===== src/rtl/retire_trace_fifo.sv =====
// Retire trace FIFO: buffers WB retire records with sequence numbers and drop/gap tracking.
// Optional memory fields per record are enabled with RETIRE_TRACE_MEM_EN.
module retire_trace_fifo #(
  parameter int DEPTH = 16,
  parameter int LVL_W = $clog2(DEPTH) + 1
) (
  input  logic             clk,
  input  logic             rst_n,
  input  logic             in_retired,
  input  logic [31:0]      in_pc,
  input  logic [31:0]      in_instr,
  input  logic [31:0]      in_rd_data,
  input  logic [4:0]       in_rd,
  input  logic             in_rd_write,
`ifdef RETIRE_TRACE_MEM_EN
  input  logic             in_mem_valid,
  input  logic [31:0]      in_mem_addr,
  input  logic [31:0]      in_mem_wdata,
  output logic             out_mem_valid,
  output logic [31:0]      out_mem_addr,
  output logic [31:0]      out_mem_wdata,
`endif
  input  logic             flush,
  output logic             out_valid,
  input  logic             out_ready,
  output logic [31:0]      out_pc,
  output logic [31:0]      out_instr,
  output logic [31:0]      out_rd_data,
  output logic [4:0]       out_rd,
  output logic             out_rd_write,
  output logic [31:0]      out_seq,
  output logic             out_gap,
  output logic [LVL_W-1:0] level,
  output logic             full,
  output logic [15:0]      drop_count
);

  localparam int AW = $clog2(DEPTH);

  typedef struct packed {
    logic [31:0] pc;
    logic [31:0] instr;
    logic [31:0] rd_data;
    logic [4:0]  rd;
    logic        rd_write;
    logic [31:0] seq;
    logic        gap;
`ifdef RETIRE_TRACE_MEM_EN
    logic        mem_valid;
    logic [31:0] mem_addr;
    logic [31:0] mem_wdata;
`endif
  } rec_t;

  rec_t             r_mem [DEPTH];
  logic [AW-1:0]    r_wp;
  logic [AW-1:0]    r_rp;
  logic [LVL_W-1:0] r_level;
  logic [15:0]      r_drop;
  logic [31:0]      r_seq;
  logic             r_gap;

  logic w_full;
  logic w_nonempty;
  logic w_pop;
  logic w_push;
  logic w_drop;
  logic w_take;
  rec_t w_rec;
  rec_t w_head;

  assign w_full     = (r_level == LVL_W'(DEPTH));
  assign w_nonempty = (r_level != '0);
  // flush wins over everything in its cycle
  assign w_take     = in_retired && !flush;
  assign w_pop      = w_nonempty && out_ready && !flush;
  assign w_push     = w_take && (!w_full || w_pop);
  assign w_drop     = w_take && w_full && !w_pop;

  always_comb begin
    w_rec          = '0;
    w_rec.pc       = in_pc;
    w_rec.instr    = in_instr;
    w_rec.rd_data  = in_rd_data;
    w_rec.rd       = in_rd;
    w_rec.rd_write = in_rd_write;
    w_rec.seq      = r_seq;
    w_rec.gap      = r_gap;
`ifdef RETIRE_TRACE_MEM_EN
    w_rec.mem_valid = in_mem_valid;
    w_rec.mem_addr  = in_mem_addr;
    w_rec.mem_wdata = in_mem_wdata;
`endif
  end

  // storage is left unreset; only pointers and flags reset
  always_ff @(posedge clk) begin
    if (w_push) r_mem[r_wp] <= w_rec;
  end

  always_ff @(posedge clk or negedge rst_n) begin
    if (!rst_n) begin
      r_wp    <= '0;
      r_rp    <= '0;
      r_level <= '0;
    end else if (flush) begin
      r_wp    <= '0;
      r_rp    <= '0;
      r_level <= '0;
    end else begin
      if (w_push) r_wp <= r_wp + AW'(1);
      if (w_pop)  r_rp <= r_rp + AW'(1);
      if (w_push && !w_pop)
        r_level <= r_level + LVL_W'(1);
      else if (w_pop && !w_push)
        r_level <= r_level - LVL_W'(1);
    end
  end

  always_ff @(posedge clk or negedge rst_n) begin
    if (!rst_n) begin
      r_seq  <= '0;
      r_gap  <= 1'b0;
      r_drop <= '0;
    end else begin
      if (w_take) r_seq <= r_seq + 32'd1;
      if (w_drop) r_gap <= 1'b1;
      else if (w_push) r_gap <= 1'b0;
      if (w_drop && r_drop != 16'hFFFF)
        r_drop <= r_drop + 16'd1;
    end
  end

  assign w_head       = r_mem[r_rp];
  assign out_valid    = w_nonempty;
  assign out_pc       = w_head.pc;
  assign out_instr    = w_head.instr;
  assign out_rd_data  = w_head.rd_data;
  assign out_rd       = w_head.rd;
  assign out_rd_write = w_head.rd_write;
  assign out_seq      = w_head.seq;
  assign out_gap      = w_head.gap;
`ifdef RETIRE_TRACE_MEM_EN
  assign out_mem_valid = w_head.mem_valid;
  assign out_mem_addr  = w_head.mem_addr;
  assign out_mem_wdata = w_head.mem_wdata;
`endif
  assign level        = r_level;
  assign full         = w_full;
  assign drop_count   = r_drop;

endmodule


===== config.mk =====
export PLATFORM = sky130hd
export DESIGN_NAME = retire_trace_fifo
export DESIGN_NICKNAME = d
export VERILOG_FILES = /design/src/rtl/retire_trace_fifo.sv
export SDC_FILE = /design/constraint.sdc
export NUM_CORES = 2
export LEC_CHECK = 0
export ABC_CLOCK_PERIOD_IN_PS = 8750
export CAP_MARGIN = 0
export CORE_ASPECT_RATIO = 2
export CORE_MARGIN = 5
export CORE_UTILIZATION = 40
export CTS_BUF_LIST = sky130_fd_sc_hd__clkbuf_2 sky130_fd_sc_hd__clkbuf_4 sky130_fd_sc_hd__clkbuf_8
export DETAILED_ROUTE_END_ITERATION = 12
export PLACE_DENSITY = 0.59
export RECOVER_POWER = 50
export SYNTH_ARGS = -nofsm -noshare
export SYNTH_HDL_FRONTEND = slang
export SYNTH_SLANG_ARGS = --single-unit

===== constraint.sdc =====
create_clock -name clk -period 8.75 [get_ports clk]
set_clock_uncertainty 0.05 [all_clocks]
set_input_delay 2.625 -clock clk [delete_from_list [all_inputs] [get_ports clk]]
set_output_delay 2.625 -clock clk [all_outputs]
set_load 0.05 [all_outputs]

==> flow_summary.rst <==
.. list-table::
   :header-rows: 1

   * - Metric
     - Value
   * - Status
     - complete, but fails checks
   * - Violations in the final reports
     - capacitance limit, slew limit
   * - CP startpoint kind
     - input port
   * - Number of post-CTS setup repair buffers
     - 0
   * - Data arrival time of the critical path
     - roughly 7.9 ns
   * - Count of endpoints failing setup in the final report
     - 0
   * - Cells resized by post-CTS repair
     - 0
   * - Root Buffer Master
     - sky130_fd_sc_hd__clkbuf_8
   * - Post-Synthesis Cells
     - 3300
   * - Max-slew violation count
     - around 110
   * - Cts bufs inserted
     - 320
   * - Total routed wirelength
     - ~200 mm
   * - Worst Max-Slew Pin Slew
     - 3.56 ns
   * - DP HPWL
     - just over 100 mm
   * - Via density per instance
     - between 5 and 6
   * - RSZ-0062 raised after global routing
     - false
   * - Post-synth top area share
     - 0.771
   * - Type of element capturing the critical path
     - register
   * - Non-Filler Instances
     - a little under 7000
   * - Count of final hold-check violations
     - 0
   * - Hold crit path type
     - reg -> reg
   * - Leftover overflow at the end of global routing
     - 0
   * - Post-synthesis net count
     - 3419
   * - Netlist area before placement
     - between 80000 and 90000 µm²
   * - Number of global-route vias before repair
     - roughly 41000
   * - Power share of the sequential group
     - 0.476
   * - Power share of the combinational group
     - 0.205
   * - Remaining max-slew budget at the tightest pin
     - -1.37
   * - Critical path data required time
     - 9.24 ns
   * - Weighted congestion at the end of routability-driven global placement
     - 0.718
   * - Vias
     - 37400
   * - Setup TNS after final layout
     - 0 ns
   * - Power share of the clock group
     - 0.318
   * - Static Leak
     - 29.9 nW
   * - TritonRoute pass-1 iters
     - 5
   * - Sequential element share of the synthesized area
     - 0.790
   * - Wire length of the first global-routing pass
     - ~290 mm
   * - Most repeated cell in the gate-level netlist after synthesis
     - sky130_fd_sc_hd__edfxtp_1
   * - Fraction of layout cells with a size suffix above 1
     - 0.317
   * - Clock-pin slew on the worst setup and hold paths
     - roughly 0.060 ns
   * - Width of the die
     - about 330 µm
   * - CTS sink cnt
     - 2222
   * - Post-layout net count
     - 3934
   * - Switching power of the nets
     - roughly 0.007 W
   * - Cell types with the largest area share after synthesis
     - sky130_fd_sc_hd__edfxtp_1, sky130_fd_sc_hd__mux4_2, sky130_fd_sc_hd__dfrtp_1
   * - Proportion of register bits with asynchronous set or reset after synthesis
     - 0.0279
   * - Power density over the cells
     - around 260 nW/µm²
   * - Number of buffers between clock root and the deepest sink
     - 4
   * - Max-cap violation count
     - 3
   * - Post-synth top flop
     - sky130_fd_sc_hd__edfxtp_1
   * - Global Route Usage Sum
     - 0.179
   * - Placed cell count
     - between 6000 and 7000
   * - Mean Syn Cell Area
     - about 25 µm²
   * - Maximum net fanout on the critical path
     - 55
   * - Count of flip-flops with a built-in enable after synthesis
     - between 2000 and 2500
   * - Largest vdd supply drop
     - about 200 µV
   * - Number of I/O pins
     - 265
   * - Number of buffer cells added on primary ports
     - approximately 260
   * - Average wire per cell in the routed design
     - roughly 29 µm
   * - Area inside the core boundary
     - about 210000 µm²
   * - Filler cell count in the final layout
     - 17400
   * - Number of nets with antenna violations after detailed routing
     - 0
   * - Number of antenna violations at the first check in global routing
     - 39
   * - Top post-synthesis cells by count
     - sky130_fd_sc_hd__edfxtp_1, sky130_fd_sc_hd__mux4_2, sky130_fd_sc_hd__clkbuf_1
   * - Yosys Warn Count
     - 0
   * - Count of distinct cell types in the synthesized netlist
     - 49
   * - Crit path time final
     - ~7.4 ns
   * - Total of flip-flops plus latches after synthesis
     - about 2200
   * - Cell internal power dissipation
     - between 0.015 and 0.02 W
   * - Final worst path period share
     - 0.846
   * - Die footprint
     - around 220000 µm²
   * - Cts hold-fix bufs
     - 0
   * - TritonCTS clock tree
     - built
   * - Setup Crit Path Kind
     - in -> reg
   * - Number of DRC violations after detailed routing
     - 0
   * - Source-to-sink clock delay at the later pin of the worst-skew pair
     - approximately 0.94 ns
   * - Maximum clock rate
     - 135 MHz
   * - Row Count
     - roughly 240
   * - CTS H-Tree Depth
     - 5
   * - Effective utilization at floorplan
     - 0.401
   * - Total area of sequential cells
     - about 66000 µm²
   * - Switching power share of the total
     - 0.272
   * - Overall die height
     - 658 µm
   * - Area growth, synth to finish
     - 15.2%
   * - Cell type with the highest aggregate area in the netlist
     - sky130_fd_sc_hd__edfxtp_1
   * - Maximum number of pins on one net before global-route repair
     - 82
   * - Initial drt markers
     - approximately 3200
   * - Area occupied by multi-input gates
     - roughly 17000 µm²
cell type report:
class | count | share of cell area
well taps | 2760 | 0.0356
multi-input cells | 909 | 0.175
repair buffers | 348 | 0.0401
diodes | 14 | 0.000362
clock buffers | 461 | 0.0574
flip-flops and latches | 2222 | 0.686
clock inverters | 96 | 0.00598
inverters | 14 | 0.000542
critical path, stage by stage:
cell	delay, ns
sky130_fd_sc_hd__dlygate4sd3_1	0.55
sky130_fd_sc_hd__clkbuf_1	0.38
sky130_fd_sc_hd__nand2b_1	0.35
sky130_fd_sc_hd__a31oi_1	0.56
sky130_fd_sc_hd__and3b_1	0.32
sky130_fd_sc_hd__and2_0	2.54
sky130_fd_sc_hd__buf_12	0.41
sequential cells by signal (all words and copies together), names as in the netlist:
register and cells:
r_seq 32, r_rp 4, r_wp 4, level 5, r_gap 1, drop_count 16
r_mem 2160
metal layers:
metal / up-vias / track usage / share of wire
met5: - / 0 / 0.00081
met4: 24 / 0.0428 / 0.020
met3: 305 / 0.0348 / 0.056
met2: 1120 / 0.315 / 0.53
met1: 20500 / 0.231 / 0.39
li1: 15400 / - / -
cell families (layout without fill, tap and decap cells):
group,after synthesis,in the layout,share of synthesized area
other,0,14,0
flip-flops,2222,2222,0.790
multiplexers,686,686,0.182
AND/OR/NAND/NOR,141,141,0.00974
adder cells (fa/ha/maj),12,12,0.00187
AO/OA/AOI/OAI,23,23,0.00196
buffers and inverters,169,919,0.00968
XOR/XNOR,47,47,0.00489
cell usage in the layout (no fill, tap or decap), types with 4 or more instances in the layout:
master / n
sky130_fd_sc_hd__edfxtp_1: 2160
sky130_fd_sc_hd__mux4_2: 675
sky130_fd_sc_hd__clkbuf_8: 336
sky130_fd_sc_hd__clkdlybuf4s50_1: 159
sky130_fd_sc_hd__clkbuf_4: 125
sky130_fd_sc_hd__dlygate4sd3_1: 104
sky130_fd_sc_hd__dfrtp_1: 58
sky130_fd_sc_hd__clkinv_1: 51
sky130_fd_sc_hd__buf_12: 50
sky130_fd_sc_hd__buf_4: 31
sky130_fd_sc_hd__xnor2_1: 29
sky130_fd_sc_hd__clkinv_2: 24
sky130_fd_sc_hd__nand2_1: 20
sky130_fd_sc_hd__nand3_1: 20
sky130_fd_sc_hd__nand4_1: 20
sky130_fd_sc_hd__xor2_1: 18
sky130_fd_sc_hd__nor2_1: 17
sky130_fd_sc_hd__diode_2: 14
sky130_fd_sc_hd__inv_1: 14
sky130_fd_sc_hd__ha_1: 11
sky130_fd_sc_hd__nor3_1: 9
sky130_fd_sc_hd__clkinvlp_4: 9
sky130_fd_sc_hd__and2_4: 8
sky130_fd_sc_hd__and3_1: 7
sky130_fd_sc_hd__a21oi_1: 7
sky130_fd_sc_hd__mux2_1: 7
sky130_fd_sc_hd__nor4_1: 6
sky130_fd_sc_hd__and4_1: 5
sky130_fd_sc_hd__inv_6: 5
sky130_fd_sc_hd__and2_0: 4
sky130_fd_sc_hd__mux2i_1: 4
sky130_fd_sc_hd__a211oi_1: 4
sky130_fd_sc_hd__bufinv_16: 4
sky130_fd_sc_hd__clkbuf_1: 4
sky130_fd_sc_hd__dfrtp_4: 4
final timing paths:
path	startpoint	to	slack (ns)	cells past startpoint
worst min register to register	drop_count[6]	drop_count[6]	0.47	1
max in group asynchronous	rst_n	r_rp[2]	3.00	2
worst max-delay path	flush	r_mem[5][72]	1.35	7
min in group asynchronous	rst_n	drop_count[5]	1.69	1
worst max register to register	level[0]	r_mem[5][72]	3.62	5
worst min-delay path	drop_count[6]	drop_count[6]	0.47	1
power groups by stage:
stage               Combinational [W]  Clock (W)  Sequential, W
finish                        0.00518    0.00804         0.0120
global route                  0.00551    0.00876         0.0121
CTS                           0.00536    0.00830         0.0120
detailed placement            0.00534          0         0.0123
global placement              0.00533          0         0.0123
floorplan                     0.00380          0         0.0122
metrics by stage:
step	hold slack (ns)	worst slack (ns)	total power (W)	instance area (µm²)	utilization
2_1_floorplan	0.446	-0.835	0.0160	84100	-
3_3_place_gp	0.449	2.33	0.0176	90800	0.433
3_5_place_dp	0.460	2.31	0.0176	90800	0.433
4_1_cts	0.471	1.25	0.0257	96900	0.462
5_1_grt	0.509	1.10	0.0263	96900	0.462
6_report	0.467	1.35	0.0253	96900	0.462
Note: power is estimated with default switching activity, not from simulation.
